==> src/rtl/weight_wr_ctrl_pkg.sv <==
// Shared constants, FSM encoding and helpers for the weight-bank write path.
package weight_wr_ctrl_pkg;

  localparam int unsigned KERNEL_WIDTH   = 72;
  localparam int unsigned NUM_BANKS      = 4;
  localparam int unsigned ADDR_WIDTH     = 10;
  localparam int unsigned BYTES_PER_WORD = 9;
  localparam int unsigned BYTE_CNT_WIDTH = 4;
  localparam int unsigned BANK_WIDTH     = $clog2(NUM_BANKS);
  localparam int unsigned COUNT_WIDTH    = ADDR_WIDTH + 1;

  typedef enum logic [1:0] {
    ST_IDLE  = 2'd0,
    ST_RECV  = 2'd1,
    ST_WRITE = 2'd2,
    ST_DONE  = 2'd3
  } state_t;

  // One-hot write strobe for a bank index.
  function automatic logic [NUM_BANKS-1:0] bank_onehot(input logic [BANK_WIDTH-1:0] bank);
    return NUM_BANKS'(1) << bank;
  endfunction

  // A load must cover 1..2^ADDR_WIDTH words per bank.
  function automatic logic count_legal(input logic [COUNT_WIDTH-1:0] n);
    return (n != '0) && (n <= COUNT_WIDTH'(1 << ADDR_WIDTH));
  endfunction

endpackage

==> src/rtl/weight_byte_packer.sv <==
// Packs 9 consecutive bytes into one kernel word, first byte in the LSBs.
// Ports:
//   clk, rst     clock, synchronous active-high reset
//   accept       byte_in is consumed this cycle
//   clear        drop any partial word (wins over accept)
//   byte_in      incoming weight byte
//   word_full_c  this cycle's accept completes the word
//   word_c       word including this cycle's byte (valid with word_full_c)
module weight_byte_packer
  import weight_wr_ctrl_pkg::*;
(
  input  logic                    clk,
  input  logic                    rst,
  input  logic                    accept,
  input  logic                    clear,
  input  logic [7:0]              byte_in,
  output logic                    word_full_c,
  output logic [KERNEL_WIDTH-1:0] word_c
);

  logic [BYTE_CNT_WIDTH-1:0] byte_cnt;
  logic [KERNEL_WIDTH-1:0]   word_q;

  // Insert the byte at its slot so the full word is available in the accepting cycle.
  always_comb begin
    word_c = word_q;
    for (int k = 0; k < int'(BYTES_PER_WORD); k++) begin
      if (accept && (byte_cnt == BYTE_CNT_WIDTH'(k))) begin
        word_c[8*k +: 8] = byte_in;
      end
    end
  end

  assign word_full_c = accept && (byte_cnt == BYTE_CNT_WIDTH'(BYTES_PER_WORD - 1));

  always_ff @(posedge clk) begin
    if (rst || clear) begin
      byte_cnt <= '0;
      word_q   <= '0;
    end else if (accept) begin
      byte_cnt <= byte_cnt + 1'b1;
      word_q   <= word_c;
    end
  end

endmodule

==> src/rtl/weight_wr_ctrl.sv <==
// Writer side of the weight-bank interface: packs the byte stream into kernel
// words and writes them round-robin across the banks at a shared address.
// Ports:
//   clk, rst          clock, synchronous active-high reset
//   i_start           start pulse (IDLE only), i_num_words sampled with it
//   i_abort           abandon the load, partial word discarded
//   i_byte_valid/i_byte, o_byte_ready   byte stream handshake
//   o_wr_en/o_wr_addr/o_wr_data          bank write port (one-hot strobe)
//   o_busy, o_done, o_err                load status
module weight_wr_ctrl
  import weight_wr_ctrl_pkg::*;
(
  input  logic                    clk,
  input  logic                    rst,
  input  logic                    i_start,
  input  logic [COUNT_WIDTH-1:0]  i_num_words,
  input  logic                    i_abort,
  input  logic                    i_byte_valid,
  input  logic [7:0]              i_byte,
  output logic                    o_byte_ready,
  output logic [NUM_BANKS-1:0]    o_wr_en,
  output logic [ADDR_WIDTH-1:0]   o_wr_addr,
  output logic [KERNEL_WIDTH-1:0] o_wr_data,
  output logic                    o_busy,
  output logic                    o_done,
  output logic                    o_err
);

  state_t                  state, state_next;
  logic [COUNT_WIDTH-1:0]  num_words;
  logic [BANK_WIDTH-1:0]   bank;
  logic [ADDR_WIDTH-1:0]   addr;
  logic                    accept, pack_clear, word_full_c;
  logic [KERNEL_WIDTH-1:0] word_c;
  logic                    start_ok, start_bad, last_write;

  assign accept     = i_byte_valid && o_byte_ready;
  assign start_ok   = (state == ST_IDLE) && i_start && count_legal(i_num_words);
  assign start_bad  = (state == ST_IDLE) && i_start && !count_legal(i_num_words);
  assign pack_clear = start_ok || (state == ST_WRITE);
  assign last_write = (bank == BANK_WIDTH'(NUM_BANKS - 1)) &&
                      ({1'b0, addr} == (num_words - COUNT_WIDTH'(1)));

  weight_byte_packer u_packer (
    .clk         (clk),
    .rst         (rst),
    .accept      (accept),
    .clear       (pack_clear),
    .byte_in     (i_byte),
    .word_full_c (word_full_c),
    .word_c      (word_c)
  );

  // State register.
  always_ff @(posedge clk) begin
    if (rst) state <= ST_IDLE;
    else     state <= state_next;
  end

  // Next-state logic; abort takes priority over any pending transition.
  always_comb begin
    state_next = state;
    case (state)
      ST_IDLE:  if (start_ok) state_next = ST_RECV;
      ST_RECV: begin
        if (i_abort)          state_next = ST_IDLE;
        else if (word_full_c) state_next = ST_WRITE;
      end
      ST_WRITE: begin
        if (i_abort)          state_next = ST_IDLE;
        else if (last_write)  state_next = ST_DONE;
        else                  state_next = ST_RECV;
      end
      ST_DONE:  state_next = ST_IDLE;
      default:  state_next = ST_IDLE;
    endcase
  end

  // Registered outputs follow the state being entered; counters advance in WRITE.
  always_ff @(posedge clk) begin
    if (rst) begin
      o_byte_ready <= 1'b0;
      o_wr_en      <= '0;
      o_wr_addr    <= '0;
      o_wr_data    <= '0;
      o_busy       <= 1'b0;
      o_done       <= 1'b0;
      o_err        <= 1'b0;
      num_words    <= '0;
      bank         <= '0;
      addr         <= '0;
    end else begin
      o_byte_ready <= (state_next == ST_RECV);
      o_busy       <= (state_next == ST_RECV) || (state_next == ST_WRITE);
      o_done       <= (state_next == ST_DONE);
      o_err        <= start_bad;
      o_wr_en      <= '0;
      if (start_ok) begin
        num_words <= i_num_words;
        bank      <= '0;
        addr      <= '0;
      end
      if ((state == ST_RECV) && (state_next == ST_WRITE)) begin
        o_wr_en   <= bank_onehot(bank);
        o_wr_addr <= addr;
        o_wr_data <= word_c;
      end
      if (state == ST_WRITE) begin
        bank <= bank + 1'b1;
        if (bank == BANK_WIDTH'(NUM_BANKS - 1)) addr <= addr + 1'b1;
      end
    end
  end

endmodule

==> config.mk <==
export PLATFORM = sky130hd
export DESIGN_NAME = weight_wr_ctrl
export DESIGN_NICKNAME = d
export VERILOG_FILES = /design/src/rtl/weight_wr_ctrl_pkg.sv /design/src/rtl/weight_byte_packer.sv /design/src/rtl/weight_wr_ctrl.sv
export SDC_FILE = /design/constraint.sdc
export NUM_CORES = 1
export LEC_CHECK = 0
export CORE_MARGIN = 4
export CORE_UTILIZATION = 40
export CTS_BUF_LIST = sky130_fd_sc_hd__clkbuf_4 sky130_fd_sc_hd__clkbuf_8
export DETAILED_ROUTE_END_ITERATION = 10
export GPL_ROUTABILITY_DRIVEN = 0
export MAX_ROUTING_LAYER = met4
export PLACE_DENSITY = 0.7
export SYNTH_ARGS = -nofsm -noshare
export SYNTH_HDL_FRONTEND = slang
export SYNTH_SLANG_ARGS = --single-unit
export TNS_END_PERCENT = 50
==> constraint.sdc <==
create_clock -name clk -period 4.1 [get_ports clk]
set_clock_uncertainty 0.05 [all_clocks]
set_input_delay 0.82 -clock clk [delete_from_list [all_inputs] [get_ports clk]]
set_output_delay 0.82 -clock clk [all_outputs]
set_load 0.01 [all_outputs]
==> results of run 1 <==
-- layout by cell type (no fill, tap or decap), types with 6 or more instances in the layout --
cell type        instances
nor2_4                  10
a21oi_1                 16
nor2b_1                  8
mux2i_1                 84
dfxtp_1                191
clkbuf_8                17
xnor2_1                 11
xor2_1                  12
clkdlybuf4s50_1        112
inv_1                    6
nand2_1                 39
nor2_1                 158
nor3_1                  14
a211oi_1                73
ha_1                    10
-- power by group --
part           internal (W)  leakage, nW  switching, W
registers           0.00186         1.54     0.0000102
clock network      0.000459        0.199      0.000750
logic             0.0000649         1.74      0.000102
-- worst paths after layout --
kind                                                 from                          to  slack (ns)  cells past startpoint
worst max-delay path            num_words[0]$_SDFFE_PP0P_  o_wr_data[18]$_SDFFE_PP0P_        0.81                     11
worst min-delay path            o_wr_addr[8]$_SDFFE_PP0P_   o_wr_addr[8]$_SDFFE_PP0P_        0.41                      2
worst max register to register  num_words[0]$_SDFFE_PP0P_  o_wr_data[18]$_SDFFE_PP0P_        0.81                     11
worst min register to register  o_wr_addr[8]$_SDFFE_PP0P_   o_wr_addr[8]$_SDFFE_PP0P_        0.41                      2
-- sequential cells by signal (all words and copies together) (netlist names) --
| signal | flops |
|---|---|
| u_packer.word_q | 72 |
| o_wr_en | 4 |
| o_err | 1 |
| o_byte_ready | 1 |
| u_packer.byte_cnt | 4 |
| bank | 2 |
| addr | 10 |
| o_wr_addr | 10 |
| num_words | 11 |
| o_wr_data | 72 |
| o_done | 1 |
| state | 2 |
| o_busy | 1 |
-- final cells by class --
type / count / share of cell area
flip-flops and latches: 191 / 0.427
multi-input cells: 489 / 0.357
repair buffers: 120 / 0.136
well taps: 229 / 0.0320
clock buffers: 17 / 0.0261
clock inverters: 15 / 0.0189
inverters: 7 / 0.00293
-- synth_stat cells, drive strengths merged, types with 2 or more instances --
library cell,count,area share
mux2i,84,0.12
xnor2,11,0.013
o21ai,3,0.0021
and2,2,0.0017
clkbuf,45,0.023
nor2,168,0.097
a211oi,73,0.075
inv,7,0.0036
ha,10,0.017
nand3b,2,0.0021
and3,4,0.0034
or3,3,0.0026
dfxtp,191,0.53
nor2b,8,0.0069
nand2,39,0.020
nor3,15,0.010
o31ai,3,0.0031
nor4,4,0.0076
buf,9,0.010
nand2b,2,0.0017
or2,2,0.0017
nand3,5,0.0034
or4,2,0.0021
and3b,2,0.0024
nand4,4,0.0034
a21oi,16,0.011
xor2,12,0.014
nor4b,3,0.0036
-- per-stage QoR --
stage / utilization / power (W)
after floorplan: - / 0.00202
after global placement: 0.478 / 0.00208
after detailed placement: 0.478 / 0.00208
after CTS: 0.500 / 0.00328
after global routing: 0.500 / 0.00338
final: 0.500 / 0.00325
-- cells by family (layout without fill, tap and decap cells) --
family,count (synthesis),count (layout),synth area share
AO/OA/AOI/OAI,103,103,0.101
XOR/XNOR,23,23,0.0277
adder cells (fa/ha/maj),10,10,0.0172
buffers and inverters,61,159,0.0373
flip-flops,191,191,0.525
multiplexers,84,84,0.116
AND/OR/NAND/NOR,269,269,0.176
-- worst max-delay path: stages, from the launching register on --
cell	delay (ns)
dfxtp_1	0.39
inv_1	0.08
ha_1	0.24
or4b_1	0.52
o31a_1	0.30
a211oi_1	0.22
a41o_1	0.27
ha_1	0.18
and2_4	0.19
buf_4	0.44
nor2_1	0.09
a211oi_1	0.22
-- layer usage --
layer  global-route usage  vias to the layer above  routed length, µm
met3               0.0342                       24                618
met1                0.222                     2527               7890
met5                    -                        -                  0
li1                     -                     2706                  -
met4               0.0590                        0                347
met2                0.257                      106               7460
==> impl_metrics.json, run 1 <==
{
  "outcome": "complete, no violations",
  "crit_path_end_kind": "register",
  "cp-start-kind": "register",
  "fill_cells": 1695,
  "power_density_mw_per_mm2": 363,
  "first_iter_violations": 265,
  "drv_cap": 0,
  "synth_warnings": 0,
  "antenna_found_initial": 0,
  "ctsHoldBuffers": 0,
  "ys_ff_latch": 191,
  "io-pin-count": 114,
  "final_nets": 860,
  "post_cts_resized": 0,
  "syn-cell-area_mm2": 0.00728,
  "dieArea_mm2": 0.0204,
  "worst_slew_pin_slew_ns": 0.730,
  "syn_to_final_growth_pct": 23.0,
  "async_reset_ff_frac": 0,
  "fin_crit_ns": 3.29,
  "relSlewSlack": 0.513,
  "numCtsBuffers": 17,
  "drive_above_1_share": 0.0715,
  "cts.sinks": 191,
  "multi_input_area_mm2": 0.00320,
  "fp.dieW_um": 143,
  "initial_core_util": 0.407,
  "fmax_ghz": 0.304,
  "path_class": "register to register",
  "crit_required_ns": 4.44,
  "holdWs_ns": 0.410,
  "ys.flop_type": "dfxtp_1",
  "slew_viol_final": 0,
  "hold_viol_final": 0,
  "tns_ns": 0,
  "clock_latency_ns": 0.47,
  "arrival_ns": 3.63,
  "antenna_left": 0,
  "post-cts-setup-buffers": 0,
  "drt_wl_total_mm": 16.3,
  "n_antenna_cell": 0,
  "die_h_um": 143,
  "grt_max_degree": 100,
  "grt_usage": 0.168,
  "layout.area.seq_mm2": 0.00382,
  "pre_cts_ws_ns": 0.641,
  "grt_pass1_wl_mm": 26.5,
  "viasPerCell": 5.02,
  "max-vdd-ir-drop_mv": 0.230,
  "synth.distinct_cells": 46,
  "via_count": 5363,
  "core_mm2": 0.0179,
  "finalCritPeriodShare": 0.802,
  "grt.overflow.total": 0,
  "yosysSeqAreaShare": 0.525,
  "synth_edf_count": 0,
  "cts_buffer_depth": 2,
  "hpwl_mm": 11.0,
  "crit_fanout": 52,
  "drcViolationCount": 0,
  "dr.pass1.iters": 6,
  "setup_viol_count_final": 0,
  "root_buffer": "clkbuf_8",
  "layout.cells.non_filler": 1068,
  "rsz0062_at_grt": "false",
  "grt_pass1_vias": 5110,
  "h-tree-depth": 4,
  "syn_avg_cell_area_um2": 9.82,
  "dp_cells": 1036,
  "syn_inst": 741,
  "cts.reportedPaths.clkPinSlew_ns": 0.11,
  "fp-row-count": 49,
  "hp-class": "register to register",
  "placedInstanceArea_mm2": 0.00855,
  "worst_slack_ns": 0.810,
  "wire_per_inst_um": 15.3,
  "portBuffers": 113,
  "syn-num-nets": 775,
  "final_area_mm2": 0.00895,
  "leakage_nw": 3.48,
  "cts_tree": "done"
}
(Power assumes the default switching activity.)
==> run 2: changes to the inputs <==
--- a/config.mk
+++ b/config.mk
@@ -11,7 +11,7 @@
 export DETAILED_ROUTE_END_ITERATION = 10
 export GPL_ROUTABILITY_DRIVEN = 0
 export MAX_ROUTING_LAYER = met4
-export PLACE_DENSITY = 0.7
+export PLACE_DENSITY = 0.73
 export SYNTH_ARGS = -nofsm -noshare
 export SYNTH_HDL_FRONTEND = slang
 export SYNTH_SLANG_ARGS = --single-unit
==> constraint.sdc (replaced) <==
create_clock -name clk -period 2.9 [get_ports clk]
set_clock_uncertainty 0.05 [all_clocks]
set_input_delay 0.58 -clock clk [delete_from_list [all_inputs] [get_ports clk]]
set_output_delay 0.58 -clock clk [all_outputs]
set_load 0.01 [all_outputs]
==> impl_metrics.json, run 2 (same netlist as run 1, synthesis figures left out) <==
{
  "final_common_cell": "dfxtp_1",
  "final_cell_mix": "191 x dfxtp_1, 158 x nor2_1, 112 x clkdlybuf4s50_1, 84 x mux2i_1, 55 x a211oi_1",
  "crit_top_cell": "buf_4",
  "max-vdd-ir-drop_mv": 0.304,
  "drv_cap": 0,
  "relSlewSlack": 0.581,
  "worst_slew_pin_slew_ns": 0.627,
  "final_nets": 902,
  "drcViolationCount": 0,
  "initial_core_util": 0.407,
  "reg.largest.list": "o_wr_data x72, u_packer.word_q x72, num_words x11",
  "io-pin-count": 114,
  "tns_ns": 0,
  "wire_per_inst_um": 16.3,
  "syn_to_final_growth_pct": 30.2,
  "cts_tree": "done",
  "rr_endpoint": "o_wr_data[52]$_SDFFE_PP0P_",
  "drive_above_1_share": 0.140,
  "r2r_slack_ns": 0.07,
  "h-tree-depth": 4,
  "ctsHoldBuffers": 0,
  "cts.sinks": 191,
  "final_area_mm2": 0.00948,
  "portBuffers": 113,
  "crit_required_ns": 3.23,
  "hp-class": "register to register",
  "dp_cells": 1068,
  "root_buffer": "clkbuf_8",
  "layout.cells.non_filler": 1110,
  "drt_wl_total_mm": 18.1,
  "worst-path-buf-inv": 4,
  "ff2ff_path_depth": 11,
  "hold_viol_final": 0,
  "grt_pass1_vias": 5281,
  "grt_usage": 0.175,
  "rsz0062_at_grt": "true",
  "dr_wl_met3_um": 752,
  "hp-start": "o_wr_addr[1]$_SDFFE_PP0P_",
  "path_class": "register to register",
  "antenna_left": 0,
  "grt_pass1_wl_mm": 27.5,
  "fmax_ghz": 0.354,
  "cts_buffer_depth": 2,
  "first_iter_violations": 315,
  "worst_slack_ns": 0.0742,
  "clock_latency_ns": 0.47,
  "arrival_ns": 3.16,
  "slowest_stage": "or4_4",
  "placedInstanceArea_mm2": 0.00883,
  "via_count": 5633,
  "hpwl_mm": 11.8,
  "antenna_found_initial": 0,
  "holdWs_ns": 0.412,
  "grt.overflow.total": 0,
  "crit_fanout": 17,
  "dr.pass1.iters": 4,
  "leakage_nw": 3.72,
  "cp-start-kind": "register",
  "grt_max_degree": 52,
  "fp.dieW_um": 143,
  "rr_startpoint": "num_words[2]$_SDFFE_PP0P_",
  "path_cells": "buf_4, or3_1, or4_4, mux2i_1, a41o_1, ha_1, and2_4, buf_12, buf_4, clkbuf_16, a211oi_1",
  "setup_viol_count_final": 0,
  "finalCritPeriodShare": 0.974,
  "crit_path_end_kind": "register",
  "whs_path_depth": 2,
  "slew_viol_final": 0,
  "pre_cts_ws_ns": -0.123,
  "cts.reportedPaths.clkPinSlew_ns": 0.10,
  "numCtsBuffers": 17,
  "die_h_um": 143,
  "fin_crit_ns": 2.83,
  "m1WireLength_mm": 8.46,
  "power_density_mw_per_mm2": 480,
  "outcome": "complete, no violations",
  "dieArea_mm2": 0.0204,
  "top_layer_used": "met4",
  "viasPerCell": 5.07,
  "core_mm2": 0.0179,
  "crit_family": "simple AND/OR/NAND/NOR gates",
  "fp-row-count": 49,
  "route.met2.wl_mm": 8.53,
  "holdPathEnd": "o_wr_addr[1]$_SDFFE_PP0P_",
  "n_antenna_cell": 0,
  "slowest_delay_ns": 0.43
}
## run 2: area by class of cell
class                      count  area, µm²
clock buffer                  17        234
clock inverter                15        135
fill                        1627       8420
inverter                       7       26.3
multi-input combinational    489       3310
sequential                   191       3820
tap                          229        287
timing repair buffer         162       1660
## run 2: what timing repair did
item,4_1_cts,5_1_grt
pin swaps,0,5
endpoints found under the setup margin,3,81
gates resized for setup,1,25
setup buffers,0,5
hold endpoints to repair,0,0
gates cloned,1,4
## run 2: how the worst max path moves through the flow
stage / from / end / cells past startpoint
after floorplan: num_words[0]$_SDFFE_PP0P_ / o_wr_addr[4]$_SDFFE_PP0P_ / 12
final: num_words[2]$_SDFFE_PP0P_ / o_wr_data[52]$_SDFFE_PP0P_ / 11
after CTS: num_words[0]$_SDFFE_PP0P_ / o_wr_data[16]$_SDFFE_PP0P_ / 11
after global placement: i_abort / o_wr_data[51]$_SDFFE_PP0P_ / 9
after detailed placement: i_num_words[0] / o_wr_data[44]$_SDFFE_PP0P_ / 10
after global routing: num_words[2]$_SDFFE_PP0P_ / o_wr_data[55]$_SDFFE_PP0P_ / 11
## run 2: per-layer routing
layer | GRT usage | up-vias
li1 | - | 2809
met1 | 0.233 | 2674
met2 | 0.263 | 116
met3 | 0.0372 | 34
met4 | 0.0650 | 0
met5 | - | -
## run 2: through the flow
step	utilization	power, W
2_1_floorplan	-	0.00286
3_3_place_gp	0.493	0.00297
3_5_place_dp	0.493	0.00297
4_1_cts	0.516	0.00458
5_1_grt	0.529	0.00473
6_report	0.529	0.00455
## run 2: worst min-delay path, cell delays in order (launching register included)
cell and delay [ns]:
dfxtp_1 0.32, nand2_1 0.05, a21oi_1 0.05
## run 2: power breakdown
group          switching [W]  internal [W]
Combinational       0.000163      0.000119
Clock                0.00101      0.000619
Sequential        0.00000914       0.00263
Total                0.00118       0.00337
